## src/rtl/sampswitch_pkg.sv

```systemverilog
// ============================================================================
// sampswitch_pkg : shared state encoding and defaults for sampswitch_ctrl
// Rev 1.0
// ============================================================================
`default_nettype none

package sampswitch_pkg;

    localparam int NCH_DEF  = 4;
    localparam int CNTW_DEF = 8;

    localparam logic [1:0] ST_IDLE  = 2'd0;
    localparam logic [1:0] ST_TRACK = 2'd1;
    localparam logic [1:0] ST_NOVL  = 2'd2;
    localparam logic [1:0] ST_HOLD  = 2'd3;

    typedef enum logic [1:0] {
        IDLE  = ST_IDLE,
        TRACK = ST_TRACK,
        NOVL  = ST_NOVL,
        HOLD  = ST_HOLD
    } state_t;

    function automatic int idx_width(input int n);
        return (n > 1) ? $clog2(n) : 1;
    endfunction

endpackage

`default_nettype wire

```

## src/rtl/sampswitch_rr_pick.sv

```systemverilog
// ============================================================================
// sampswitch_rr_pick : first set mask bit at or after ptr, wrapping
// Rev 1.0
// ============================================================================
`default_nettype none

module sampswitch_rr_pick
    import sampswitch_pkg::*;
#(
    parameter int NCH = NCH_DEF,
    parameter int IW  = 2
) (
    input  logic [NCH-1:0] mask,
    input  logic [IW-1:0]  ptr,
    output logic [IW-1:0]  idx,
    output logic           found
);

    logic [IW-1:0] j;

    // Scan from the far end down so the nearest candidate is written last.
    always_comb begin
        idx   = '0;
        found = 1'b0;
        j     = '0;
        for (int k = NCH - 1; k >= 0; k--) begin
            j = IW'((int'(ptr) + k) % NCH);
            if (mask[j]) begin
                idx   = j;
                found = 1'b1;
            end
        end
    end

endmodule

`default_nettype wire

```

## src/rtl/sampswitch_ctrl.sv

```systemverilog
// ============================================================================
// sampswitch_ctrl : round-robin bottom-plate sampling switch timing generator
// Rev 1.0
// ============================================================================
`default_nettype none

module sampswitch_ctrl
    import sampswitch_pkg::*;
#(
    parameter int NCH  = NCH_DEF,
    parameter int CNTW = CNTW_DEF
) (
    input  logic                        clk,
    input  logic                        rst_n,
    input  logic                        en,
    input  logic [NCH-1:0]              ch_mask,
    input  logic [CNTW-1:0]             track_cycles,
    input  logic [CNTW-1:0]             novl_cycles,
    output logic [NCH-1:0]              samp_top,
    output logic [NCH-1:0]              samp_bot,
    output logic                        hold_valid,
    output logic [idx_width(NCH)-1:0]   hold_ch,
    input  logic                        hold_ready,
    output logic                        busy
);

    localparam int            IW   = idx_width(NCH);
    localparam logic [IW-1:0] LAST = IW'(NCH - 1);

    state_t          state;
    logic [CNTW-1:0] cnt;
    logic [CNTW-1:0] novl_lat;
    logic [IW-1:0]   ch;
    logic [IW-1:0]   ptr;
    logic [IW-1:0]   next_ptr;
    logic [IW-1:0]   pick_ptr;
    logic [IW-1:0]   pick_idx;
    logic            pick_found;

    function automatic logic [CNTW-1:0] len_m1(input logic [CNTW-1:0] v);
        return (v == '0) ? '0 : v - 1'b1;
    endfunction

    function automatic logic [NCH-1:0] onehot(input logic [IW-1:0] i);
        onehot    = '0;
        onehot[i] = 1'b1;
    endfunction

    // On acceptance the picker must already see the advanced pointer.
    assign next_ptr = (ch == LAST) ? '0 : ch + 1'b1;
    assign pick_ptr = (state == HOLD) ? next_ptr : ptr;
    assign busy     = (state != IDLE);

    sampswitch_rr_pick #(
        .NCH (NCH),
        .IW  (IW)
    ) u_pick (
        .mask  (ch_mask),
        .ptr   (pick_ptr),
        .idx   (pick_idx),
        .found (pick_found)
    );

    always_ff @(posedge clk or negedge rst_n) begin
        if (!rst_n) begin
            state      <= IDLE;
            cnt        <= '0;
            novl_lat   <= '0;
            ch         <= '0;
            ptr        <= '0;
            samp_top   <= '0;
            samp_bot   <= '0;
            hold_valid <= 1'b0;
            hold_ch    <= '0;
        end else begin
            case (state)
                IDLE: begin
                    if (en && pick_found) begin
                        state    <= TRACK;
                        ch       <= pick_idx;
                        cnt      <= len_m1(track_cycles);
                        novl_lat <= novl_cycles;
                        samp_top <= onehot(pick_idx);
                        samp_bot <= onehot(pick_idx);
                    end
                end
                TRACK: begin
                    if (cnt == '0) begin
                        state    <= NOVL;
                        cnt      <= len_m1(novl_lat);
                        samp_bot <= '0;
                    end else begin
                        cnt <= cnt - 1'b1;
                    end
                end
                NOVL: begin
                    if (cnt == '0) begin
                        state      <= HOLD;
                        samp_top   <= '0;
                        hold_valid <= 1'b1;
                        hold_ch    <= ch;
                    end else begin
                        cnt <= cnt - 1'b1;
                    end
                end
                HOLD: begin
                    if (hold_ready) begin
                        hold_valid <= 1'b0;
                        ptr        <= next_ptr;
                        if (en && pick_found) begin
                            state    <= TRACK;
                            ch       <= pick_idx;
                            cnt      <= len_m1(track_cycles);
                            novl_lat <= novl_cycles;
                            samp_top <= onehot(pick_idx);
                            samp_bot <= onehot(pick_idx);
                        end else begin
                            state <= IDLE;
                        end
                    end
                end
                default: state <= IDLE;
            endcase
        end
    end

endmodule

`default_nettype wire

```

## config.mk

```make
export PLATFORM = sky130hd
export DESIGN_NAME = sampswitch_ctrl
export DESIGN_NICKNAME = d
export VERILOG_FILES = /design/src/rtl/sampswitch_pkg.sv /design/src/rtl/sampswitch_rr_pick.sv /design/src/rtl/sampswitch_ctrl.sv
export SDC_FILE = /design/constraint.sdc
export NUM_CORES = 1
export LEC_CHECK = 0
export CAP_MARGIN = 20
export CORE_MARGIN = 2
export CORE_UTILIZATION = 55
export CTS_BUF_LIST = sky130_fd_sc_hd__clkbuf_8
export DETAILED_ROUTE_END_ITERATION = 10
export PLACE_DENSITY = 0.85
export SYNTH_ARGS = -nofsm -noshare
export SYNTH_HDL_FRONTEND = slang
export SYNTH_SLANG_ARGS = --single-unit
```

## constraint.sdc

```tcl
create_clock -name clk -period 2.4 [get_ports clk]
set_input_delay 0.36 -clock clk [delete_from_list [all_inputs] [get_ports clk]]
set_output_delay 0.36 -clock clk [all_outputs]
set_load 0.02 [all_outputs]
```

# Word level (Yosys, flattened, before mapping)
# Index checks and enable logic that the tools add are counted.
[totals]
ff_bits = 33
latchBits = 0
ram_bits = 0
romBits = 0
input_bits = 24
mem_count = 0
[op_classes]
add_sub_neg = 7
mul = 0
n_div = 0
magnitude_cmp = 6
eq_ne = 9
n_shift = 0
mux = 49
bitwise = 0
reduce_logical = 19
[ops]
columns = ["op", "n"]
rows = [
  ["$mux 8", 8],
  ["$pmux 8 s4", 1],
  ["$logic_not 8->1", 3],
  ["$mux 2", 12],
  ["$pmux 4 s3", 2],
  ["$sub 8x1->8 const B", 3],
  ["$mux 4", 5],
  ["$pmux 8 s2", 1],
  ["$lt 2x3->1 const B", 5],
  ["$mux 1", 12],
  ["$ne 2x2->1 const B", 5],
  ["$reduce_and 3->1", 3],
  ["$bmux 1 s2", 4],
  ["$pmux 2 s4", 1],
  ["$reduce_and 2->1", 4],
  ["$eq 2x2->1 const B", 3],
  ["$reduce_bool 2->1", 3],
  ["$reduce_bool 3->1", 2],
  ["$add 2x1->2 const B", 2],
  ["$add 2x2->2 const B", 2],
  ["$pmux 2 s2", 1],
  ["$reduce_and 4->1", 1],
  ["$demux 1 s2", 1],
  ["$eq 2x1->1 const B", 1],
  ["4 further kinds", 5],
]

# Depth between registers and ports, before layout
# Gate-level depths: netlist (run 1).
[logic_depth]
word_depth = 17
ltp_mapped = 8

# By module
# From an unflattened synthesis (run 1), not the netlist that was laid out.
[hier_totals]
cells_unflattened = 212
hier_area_um2 = 2108.3
[by_module_without_submodules]
columns = ["module", "instances", "cells_per_inst", "area_per_inst_um2"]
rows = [
  ["sampswitch_ctrl", 1, 199, 2030.7],
  ["sampswitch_rr_pick", 1, 13, 77.6],
]

# Worst setup path after synthesis (run 1)
# OpenSTA, ideal clock, no wires.
[synth_path]
kind = "reg2reg"
from = "reg state[0]"
to = "reg state[0]"
setup_time_ps = 132
arrival_time_ps = 2050
path_slack_ps = 218
path_stages_with_launch = 9
period_less_slack_ps = 2182
path_cell_list = "dfrtp_1 inv_1 ha_1 clkbuf_1 nor4b_1 a21oi_2 a221o_1 o31ai_1 o31ai_1"
[synth_via]
elab_chain_cells = 13
elab_cells_between_ends = 29
[synth_rtl]
columns = ["item", "line_no", "text"]
rows = [
  ["start: declaration", "sampswitch_ctrl.sv:30", "state_t state;"],
  ["start signal: assignment", "sampswitch_ctrl.sv:66", "state <= IDLE;"],
  ["start signal: assignment", "sampswitch_ctrl.sv:79", "state <= TRACK;"],
  ["start signal: assignment", "sampswitch_ctrl.sv:89", "state <= NOVL;"],
  ["$eq 2x2->1", "sampswitch_ctrl.sv:51, sampswitch_ctrl.sv:76", ""],
  ["$mux 2", "sampswitch_ctrl.sv:51", "assign pick_ptr = (state == HOLD) ? next_ptr : ptr;"],
  ["$add 2x2->2", "sampswitch_rr_pick.sv:27", "j = IW'((int'(ptr) + k) % NCH);"],
  ["$bmux 1 s2", "sampswitch_rr_pick.sv:28", "if (mask[j]) begin"],
  ["$mux 1 (not written as such)", "sampswitch_rr_pick.sv:28", ""],
  ["$mux 1 (4 in a row)", "sampswitch_rr_pick.sv:28", ""],
  ["$logic_and 1x1->1", "sampswitch_ctrl.sv:78, sampswitch_ctrl.sv:110", ""],
  ["$mux 1", "sampswitch_ctrl.sv:110", "if (en && pick_found) begin"],
  ["$mux 2", "sampswitch_ctrl.sv:107", "if (hold_ready) begin"],
  ["$pmux 2 s4", "sampswitch_ctrl.sv:76", "case (state)"],
]
# Several ways; a longest one is shown, not always the timed one. The select of a mux whose other input is x is not followed.
# A chain may end at the register's enable or synchronous reset.

# Worst setup path after layout (run 1)
[layout_path]
from = "reg cnt[0]"
to = "reg state[0]"
[layout_via]
elab_chain_cells = 3
elab_cells_between_ends = 4
[layout_rtl]
columns = ["item", "line_no", "text"]
rows = [
  ["start: declaration", "sampswitch_ctrl.sv:31", "logic [CNTW-1:0] cnt;"],
  ["start signal: assignment", "sampswitch_ctrl.sv:81", "cnt <= len_m1(track_cycles);"],
  ["start signal: assignment", "sampswitch_ctrl.sv:90", "cnt <= len_m1(novl_lat);"],
  ["start signal: assignment", "sampswitch_ctrl.sv:93", "cnt <= cnt - 1'b1;"],
  ["$logic_not 8->1 (*)", "sampswitch_ctrl.sv:88, sampswitch_ctrl.sv:97", ""],
  ["$ne 2x2->1 (no line)", "n/a", ""],
  ["$reduce_and 4->1 (no line) (*)", "n/a", ""],
  ["end signal: assignment", "sampswitch_ctrl.sv:89", ""],
  ["end signal: assignment", "sampswitch_ctrl.sv:98", "state <= HOLD;"],
  ["end signal: assignment", "sampswitch_ctrl.sv:111", "state <= TRACK;"],
]
# Mark *: on every way between the ends. The rest lies on a longest branch, timed or not.

==> flow_metrics.env, run 1 <==
export IMPL_syn_num_nets=255
export IMPL_cts_buffers=5
export IMPL_leakagePower_nw=1.15
export IMPL_synth_xor_area_share_pct=4.02
export IMPL_drtIter0Drc=97
export IMPL_rr_startpoint="cnt[0]"
export IMPL_antennaDiodeCount=0
export IMPL_dpl_cell_count=306
export IMPL_ant_nets=0
export IMPL_fp_coreArea_um2=3740
export IMPL_layout_cells_non_filler=315
export IMPL_critical_path_class="reg -> reg"
export IMPL_yosysSeqAreaShare_pct=37.9
export IMPL_final_area_um2=2720
export IMPL_layout_min_cycle_time_ps=2310
export IMPL_syn_to_final_growth_pct=24.7
export IMPL_synth_area_leaders="dfrtp_1 (38%), mux2_2 (7.2%), ha_1 (5.7%)"
export IMPL_hold_violations=0
export IMPL_synth_simple_gate_area_share_pct=17.7
export IMPL_ir_drop_v=0.000800
export IMPL_drive_above_1_share_pct=16.5
export IMPL_highest_layer="met4"
export IMPL_clockRootBuffer="clkbuf_8"
export IMPL_synth_compound_area_share_pct=22.7
export IMPL_max_cap_violations=0
export IMPL_clk_path_buf_depth=2
export IMPL_synth_main_ff_cell="dfrtp_1"
export IMPL_synth_fa_ha_area_share_pct=5.74
export IMPL_met2_length_um=2390
export IMPL_ys_seq_elements=33
export IMPL_relSlewSlack_pct=59.6
export IMPL_die_area_um2=4480
export IMPL_setup_ws_ps=91.9
export IMPL_wl_met1_um=2040
export IMPL_yosysWarnings=0
export IMPL_pre_cts_slack_ps=16.3
export IMPL_place_area_um2=2610
export IMPL_finalCritPeriodShare_pct=96.2
export IMPL_reg2regPathDepth=7
export IMPL_reg2reg_to="state[0]"
export IMPL_r2r_slack_ps=90
export IMPL_synth_area_um2=2180
export IMPL_initial_utilization_pct=58.3
export IMPL_fmax_mhz=433
export IMPL_required_ps=2560
export IMPL_htree_levels=2
export IMPL_synth_top_family_by_area="compound AO/OA/AOI/OAI gates"
export IMPL_holdWs_ps=474
export IMPL_fin_nets=300
export IMPL_path_max_fanout=8
export IMPL_grt_pass1_vias=1822
export IMPL_fin_worst_skew_ps=5.41
export IMPL_synth_cell_types=57
export IMPL_route_vias_total=1886
export IMPL_hpwlAfterDp_um=3570
export IMPL_clkTransAtPathRegs_ps=70
export IMPL_power_density_nw_per_um2=1360
export IMPL_grt_pass1_wl_um=8190
export IMPL_synth_async_sr_flop_share_pct=100
export IMPL_wl_met3_um=232
export IMPL_grt_max_degree=34
export IMPL_wl_per_cell_um=15.0
export IMPL_clock_latency_ps=290
export IMPL_worstSetupStartpointType="flip-flop"
export IMPL_fp_dieH_um=67.0
export IMPL_antenna_found_initial=0
export IMPL_synthMuxAreaShare_pct=7.69
export IMPL_endpoint_kind="flip-flop"
export IMPL_vias_per_cell=5.99
export IMPL_synth_top_area_share_pct=37.9
export IMPL_clock_sinks=33
export IMPL_worstMarginPinSlew_ps=604
export IMPL_cts_setup_buffers=0
export IMPL_syn_inst=221
export IMPL_netlist_top_cell_by_area="dfrtp_1"
export IMPL_tritoncts="yes"
export IMPL_die_w_um=67.0
export IMPL_drt_wl_total_um=4730
export IMPL_first_pass_iters=4
export IMPL_syn_avg_cell_area_um2=9.87
export IMPL_status="complete, no violations"
export IMPL_place_congestion=0.790
export IMPL_placement_io_buffers=35
export IMPL_synth_edf_count=0
export IMPL_grt_overflow_total=0
export IMPL_setup_violations=0
export IMPL_hold_path_class="in -> async"
export IMPL_rows=22
export IMPL_crit_start="cnt[0]"
export IMPL_maxSlewViolCount=0
export IMPL_drc_errors=0
export IMPL_arrival_ps=2470
export IMPL_boundaryPins=36
export IMPL_grtUsageTotal_pct=24.5
[power breakdown]
part	switching [mW]	internal (mW)
logic	1.15	1.01
registers	0.271	0.821
clock network	0.202	0.259
total	1.62	2.09
[cells by family (layout without fill, tap and decap cells)]
group                      count (synthesis)  after routing
AOI/OAI and AO/OA                         64             64
xor gates and xnor gates                  10             10
adders and majority gates                 10             10
buffers and inverters                     19             65
DFF                                       33             33
muxes                                     15             15
and+or+nand+nor                           70             70
[placed cells by master, fill, tap and decap left out, types with 2 or more instances in the layout]
| cell | netlist | layout |
|---|---|---|
| nand2_1 | 16 | 16 |
| dfrtp_1 | 33 | 33 |
| a22o_1 | 2 | 2 |
| xor2_1 | 7 | 7 |
| inv_1 | 13 | 13 |
| o2bb2ai_1 | 2 | 2 |
| o31ai_1 | 3 | 3 |
| nand2b_1 | 2 | 2 |
| mux2_2 | 14 | 14 |
| nor3_1 | 2 | 2 |
| o32ai_1 | 3 | 3 |
| nand4_1 | 2 | 2 |
| nor3b_1 | 3 | 3 |
| clkbuf_8 | 2 | 7 |
| xnor2_1 | 3 | 3 |
| a31oi_1 | 3 | 3 |
| o21ai_2 | 2 | 2 |
| buf_4 | 0 | 9 |
| a21o_1 | 2 | 2 |
| a32o_1 | 8 | 8 |
| or3_1 | 2 | 2 |
| nand3_1 | 6 | 6 |
| a211oi_2 | 2 | 2 |
| ha_1 | 10 | 10 |
| o211ai_1 | 4 | 4 |
| clkdlybuf4s50_1 | 0 | 35 |
| nor2_1 | 19 | 19 |
| o21ai_0 | 8 | 8 |
| nor2b_1 | 3 | 3 |
| o22ai_1 | 3 | 3 |
| nand3b_1 | 2 | 2 |
| a21oi_1 | 9 | 9 |
| and3_1 | 3 | 3 |
[metal layers]
metal | track usage (%) | up-vias
met4 | 8.16 | 0
met3 | 6.25 | 7
met5 | 0 | -
met1 | 28.5 | 894
met2 | 43.5 | 63
li1 | - | 922
[registers in the layout (all words and copies together), names as in the netlist]
register,cells
cnt,8
novl_lat,8
samp_bot,4
samp_top,4
ch,2
hold_ch,2
ptr,2
state,2
hold_valid,1
[cells in the mapped netlist (4+ instances only)]
cell type / count
nor2_1: 19
ha_1: 10
a32o_1: 8
xor2_1: 7
mux2_2: 14
nand3_1: 6
o211ai_1: 4
nand2_1: 16
a21oi_1: 9
dfrtp_1: 33
o21ai_0: 8
inv_1: 13
[worst max-delay path, stage by stage (launching register included)]
cell and delay, ps:
dfrtp_1 410, inv_1 70, ha_1 210, nor3b_1 540, nand2_4 170, a221o_1 400, o31ai_1 270, o31ai_1 110
[cell type report]
class / instances / area [µm²]
Multi-Input combinational cell: 169 / 1270
Fill cell: 299 / 1020
Sequential cell: 33 / 826
Timing Repair Buffer: 44 / 418
Clock buffer: 7 / 96.3
Tap cell: 48 / 60.1
Inverter: 13 / 48.8
Clock inverter: 1 / 5.00
[stage by stage]
stage / total power, mW / TNS, ps / util, %
floorplan: 2.61 / 0 / -
global placement: 3.15 / 0 / 69.6
detailed placement: 3.22 / 0 / 69.6
CTS: 3.70 / 0 / 72.3
global route: 4.02 / -0.0904 / 72.7
finish: 3.71 / 0 / 72.7
[how the worst max path moves through the flow]
stage | to | slack (ps)
6_report | state[0] | 90
5_1_grt | state[0] | -0.09
4_1_cts | ch[1] | 80
3_5_place_dp | ch[1] | 20
3_3_place_gp | novl_lat[5] | 110
2_1_floorplan | state[0] | 220
[timing repair]
item                                    in CTS  in global routing
endpoints found under the setup margin       0                  1
gates resized for setup                      0                  1
hold buffers                                 0                  0
Power figures use the tool's default switching activity.
==> run 2, diff against run 1 <==
--- a/config.mk
+++ b/config.mk
@@ -6,7 +6,7 @@
 export NUM_CORES = 1
 export LEC_CHECK = 0
 export CAP_MARGIN = 20
-export CORE_MARGIN = 2
+export CORE_MARGIN = 1
 export CORE_UTILIZATION = 55
 export CTS_BUF_LIST = sky130_fd_sc_hd__clkbuf_8
 export DETAILED_ROUTE_END_ITERATION = 10
==> run 2 against run 1 <==
Net effect:
- count of clock-buffer cells in the layout did not move
- critical path depth rose by 1
- wire length fell by 2.8%
- cell count rose by 0.32%
- global-route usage rose by 0.28 points
- sequential share of layout area fell by 0.13 points
- non-clock buffer count rose by 1
- register-to-register slack improved by 120 ps
- maximum frequency rose by 5.6%
- sequential power barely moved
- clock power rose by 1%
- setup slack improved by 120 ps
==> flow_metrics.env, run 2 (synthesis results as in run 1) <==
export IMPL_initial_utilization_pct=58.3
export IMPL_rows=22
export IMPL_critical_path_class="reg -> reg"
export IMPL_relSlewSlack_pct=60.1
export IMPL_fin_worst_skew_ps=13.1
export IMPL_die_area_um2=4220
export IMPL_final_setup_tns_ps=0
export IMPL_reg_largest_list="cnt x8, novl_lat x8"
export IMPL_hold_violations=0
export IMPL_wl_per_cell_um=14.5
export IMPL_clkTransAtPathRegs_ps=70
export IMPL_place_area_um2=2620
export IMPL_endpoint_kind="flip-flop"
export IMPL_ir_drop_v=0.000671
export IMPL_multi_input_area_um2=1270
export IMPL_vias_per_cell=5.98
export IMPL_required_ps=2570
export IMPL_layout_common_cells="clkdlybuf4s50_1 (35), dfrtp_1 (33), nor2_1 (19), nand2_1 (16), mux2_2 (14)"
export IMPL_drtIter0Drc=82
export IMPL_dpl_cell_count=308
export IMPL_first_pass_iters=4
export IMPL_layout_commonest_cell="clkdlybuf4s50_1"
export IMPL_fp_dieH_um=65.0
export IMPL_fp_coreArea_um2=3740
export IMPL_layout_cells_non_filler=316
export IMPL_clock_latency_ps=290
export IMPL_htree_levels=2
export IMPL_drive_above_1_share_pct=17.2
export IMPL_hold_path_class="in -> async"
export IMPL_fin_nets=301
export IMPL_path_max_fanout=7
export IMPL_leakagePower_nw=1.15
export IMPL_arrival_ps=2360
export IMPL_clock_sinks=33
export IMPL_setup_violations=0
export IMPL_clk_path_buf_depth=2
export IMPL_fill_cells=290
export IMPL_worstMarginPinSlew_ps=599
export IMPL_clockRootBuffer="clkbuf_8"
export IMPL_grtUsageTotal_pct=24.8
export IMPL_power_density_nw_per_um2=1360
export IMPL_max_cap_violations=0
export IMPL_cts_buffers=5
export IMPL_finalCritPeriodShare_pct=91.1
export IMPL_grt_pass1_vias=1805
export IMPL_slowest_delay_ps=420
export IMPL_antennaDiodeCount=0
export IMPL_boundaryPins=36
export IMPL_drt_wl_total_um=4600
export IMPL_route_vias_total=1889
export IMPL_drc_errors=0
export IMPL_ant_nets=0
export IMPL_layout_min_cycle_time_ps=2190
export IMPL_antenna_found_initial=0
export IMPL_syn_to_final_growth_pct=25.2
export IMPL_critical_path_most_common_cell="o31ai_1"
export IMPL_tritoncts="yes"
export IMPL_utilization_pct=73.0
export IMPL_rsz0062_at_grt="no"
export IMPL_grt_pass1_wl_um=7960
export IMPL_grt_max_degree=34
export IMPL_place_congestion=0.834
export IMPL_hpwlAfterDp_um=3440
export IMPL_worstSetupStartpointType="flip-flop"
export IMPL_fmax_mhz=457
export IMPL_placement_io_buffers=35
export IMPL_layout_area_seq_um2=826
export IMPL_final_area_um2=2730
export IMPL_status="complete, no violations"
export IMPL_die_w_um=65.0
export IMPL_maxSlewViolCount=0
export IMPL_cp_cell_sequence="inv_1 > ha_1 > buf_4 > nor2_1 > a21oi_2 > a221o_1 > o31ai_1 > o31ai_1"
export IMPL_grt_overflow_total=0
export IMPL_crit_slowest_cell="dfrtp_1"
run 2: cell types whose count changed in the layout (fill, tap and decap cells not counted):
cell | before | now
buf_4 | 9 | 10
a21oi_2 | 1 | 2
a21oi_1 | 9 | 8
run 2: final cells by class:
class | instances | share of cell area [%]
multi-input cells | 169 | 46.5
flip-flops and latches | 33 | 30.2
repair buffers | 45 | 15.6
clock buffers | 7 | 3.53
well taps | 48 | 2.20
inverters | 13 | 1.79
clock inverters | 1 | 0.183
run 2: routing by layer:
metal  GRT usage, %  share of wire (%)  vias up
met5              0                  0        -
met2           44.0                 50       55
met4           8.89                1.5        0
met3           5.28                4.4        8
li1               -                  -      922
met1           29.0                 44      904
run 2: final timing paths:
| kind | startpoint | endpoint | slack (ps) | depth (start not counted) |
|---|---|---|---|---|
| hold / removal | rst_n | ptr[0] | 460 | 2 |
| max in group asynchronous | rst_n | cnt[0] | 1610 | 2 |
| hold reg to reg | hold_ch[1] | hold_ch[1] | 490 | 2 |
| min in group clk | hold_ch[1] | hold_ch[1] | 490 | 2 |
| setup reg to reg | state[0] | state[0] | 210 | 8 |
| setup / recovery | state[0] | state[0] | 210 | 8 |
run 2: metrics by stage:
step	setup slack [ps]	total power, mW	hold slack, ps
floorplan	218	2.61	64.4
global placement	81.2	3.17	469
detailed placement	30.0	3.24	474
CTS	96.0	3.71	490
global route	15.2	4.02	513
finish	213	3.72	462
run 2: report_power, final:
part	switching, mW	internal [mW]
Sequential	0.272	0.820
Clock	0.208	0.259
Combinational	1.14	1.02
Total	1.62	2.10
run 2: worst max-delay path: cells and delay by family (launching register included):
kind | cells | cell delay [ps]
AOI/OAI and AO/OA | 4 | 860
adders and majority gates | 1 | 250
buffers and inverters | 2 | 270
DFF | 1 | 420
and+or+nand+nor | 1 | 260
run 2: timing repair:
| item | in CTS | in global routing |
|---|---|---|
| hold buffers | 0 | 0 |
| resized for setup | 0 | 2 |
| endpoints found under the setup margin | 0 | 9 |
| buffers inserted | 0 | 0 |
==> variant: new RTL, flow settings as in run 1 <==
Set the package constant `CNTW_DEF` to 10 (it was 8).
--- a/src/rtl/sampswitch_pkg.sv
+++ b/src/rtl/sampswitch_pkg.sv
@@ -7,7 +7,7 @@
 package sampswitch_pkg;
 
     localparam int NCH_DEF  = 4;
-    localparam int CNTW_DEF = 8;
+    localparam int CNTW_DEF = 10;
 
     localparam logic [1:0] ST_IDLE  = 2'd0;
     localparam logic [1:0] ST_TRACK = 2'd1;
Ports: changed (resized novl_cycles and track_cycles); port bits go from 36 to 40. The function was not compared with the original's and may differ.
==> variant against run 1 <==
  * Routed wire length rose by 23%
  * Fmax rose by 4.8%
  * Count of clock-buffer cells in the layout fell by 2
  * Worst setup slack improved by 0.10 ns
  * Cell area rose by 13%
  * Core utilization fell by 0.84 points
  * Sequential cell count rose by 4
  * Power rose by 5.5%
  * Area after synthesis rose by 11%
==> variant: results (changes against run 1) <==
syn_nets: 291  # +14%
vias: 2190  # +16%
cp_data_arrival_time_ns: 2.40  # -0.07 ns
core.rowCount: 24  # +9.1%
cp_max_fo: 6  # -2
r2r_end: "samp_bot[3]"
grt_pass1_vias: 2134  # +17%
dp_slack_ns: -0.0294  # -0.0457 ns
r2r_slack_ns: 0.20  # +0.10 ns
synthTopCellsByCount: "dfrtp_1 (37), nand2_1 (25), nor2_1 (21)"
reg2regPathDepth: 5  # -2
nFillCells: 317  # +6.0%
tightest_slew_ns: 0.676  # +0.0719 ns
final_layout_size_suffix_gt1_share_pct: 16.1  # -0.35 points
clk-insertion-delay-late_ns: 0.30
outcome: "finished, final reports clean"
numPortBuffers: 39  # +11%
first_pass_iters: 4  # unchanged
top_regs: "cnt: 10 flops, novl_lat: 10 flops"
dp_hpwl_mm: 4.38  # +23%
drt-total-wl_mm: 5.81  # +23%
htree_num_levels: 2  # unchanged
grt_max_degree: 38  # +12%
nets: 348  # +16%
drt_iter0_drc: 236  # +140%
hold_ws_ns: 0.480  # +0.00586 ns
peakVddDrop_mv: 0.755  # -5.6%
gp_congestion: 0.929  # +17%
p_leak_uw: 0.00129  # +12%
ys_seq_area_share_pct: 38.2  # +0.34 points
finClkSkew_ns: 0.00746  # +0.00205 ns
synthDistinctLibCells: 51  # -11%
r2r-start: "cnt[5]"
grtUsageTotal_pct: 25.4  # +0.97 points
-- variant: cell types whose count changed in the layout (fill, tap and decap cells not counted), moves of 6 or more --
cell             run 1  this run
o31ai_1              3         9
o221ai_1             0         6
buf_4                9        16
nand2_1             16        25
xnor2_1              3        13
-- variant: worst max-delay path by stage --
stage / start / endpoint / slack, ns / cells past startpoint
after floorplan: state[0] / novl_lat[7] / 0.28 / 5
after global placement: track_cycles[0] / cnt[8] / 0.01 / 8
after detailed placement: track_cycles[0] / cnt[8] / -0.03 / 8
after CTS: state[0] / novl_lat[7] / 0.10 / 4
after global routing: state[1] / cnt[6] / 0.07 / 7
final: cnt[5] / samp_bot[3] / 0.20 / 5
-- variant: critical path, cell delays in order, from the launching register on --
cell	delay (ns)
dfrtp_1	0.47
nor4_4	0.50
nand4_2	0.19
a211o_1	0.42
or2_4	0.28
o31ai_1	0.23
-- variant: timing repair --
action                     in CTS  in global routing
resized for setup               0                  2
setup endpoints to repair       0                 13
setup buffers                   0                  0
-- variant: metrics by stage --
stage	setup TNS (ns)	cell area (um^2)	std cells
floorplan	0	2420	252
global placement	0	2980	354
detailed placement	-0.134	2980	354
CTS	0	3080	362
global route	0	3080	362
finish	0	3080	362
-- variant: power by group --
| part | switching, uW | leakage, uW | internal, uW |
|---|---|---|---|
| clock network | 244 | 0.0000447 | 209 |
| registers | 309 | 0.000459 | 909 |
| logic | 1230 | 0.000781 | 1010 |
| total | 1790 | 0.00129 | 2130 |
-- variant: final cells by class --
cell class / instances / share of cell area, %
multi-input cells: 194 / 46.3
flip-flops and latches: 37 / 30.0
repair buffers: 55 / 16.6
clock buffers: 5 / 2.23
well taps: 52 / 2.11
inverters: 16 / 1.95
clock inverters: 3 / 0.811
-- variant: kinds of logic (layout without fill, tap and decap cells) --
kind of cell	after synthesis	after routing	share of synthesized area [%]
buffers and inverters	21	79	3.36
AO/OA/AOI/OAI	59	59	18.1
adder cells (fa/ha/maj)	11	11	5.68
multiplexers	18	18	8.21
flip-flops	37	37	38.2
XOR/XNOR	19	19	6.87
AND/OR/NAND/NOR	87	87	19.6
-- variant: per-layer routing --
layer / track usage, % / part of all wire [%] / routed length [um] / vias up
li1: - / - / - / 1044
met1: 35.7 / 45 / 2620 / 1050
met2: 38.8 / 48 / 2780 / 87
met3: 5.34 / 5.7 / 328 / 9
met4: 9.19 / 1.4 / 81 / 0
met5: 0 / 0 / 0 / -
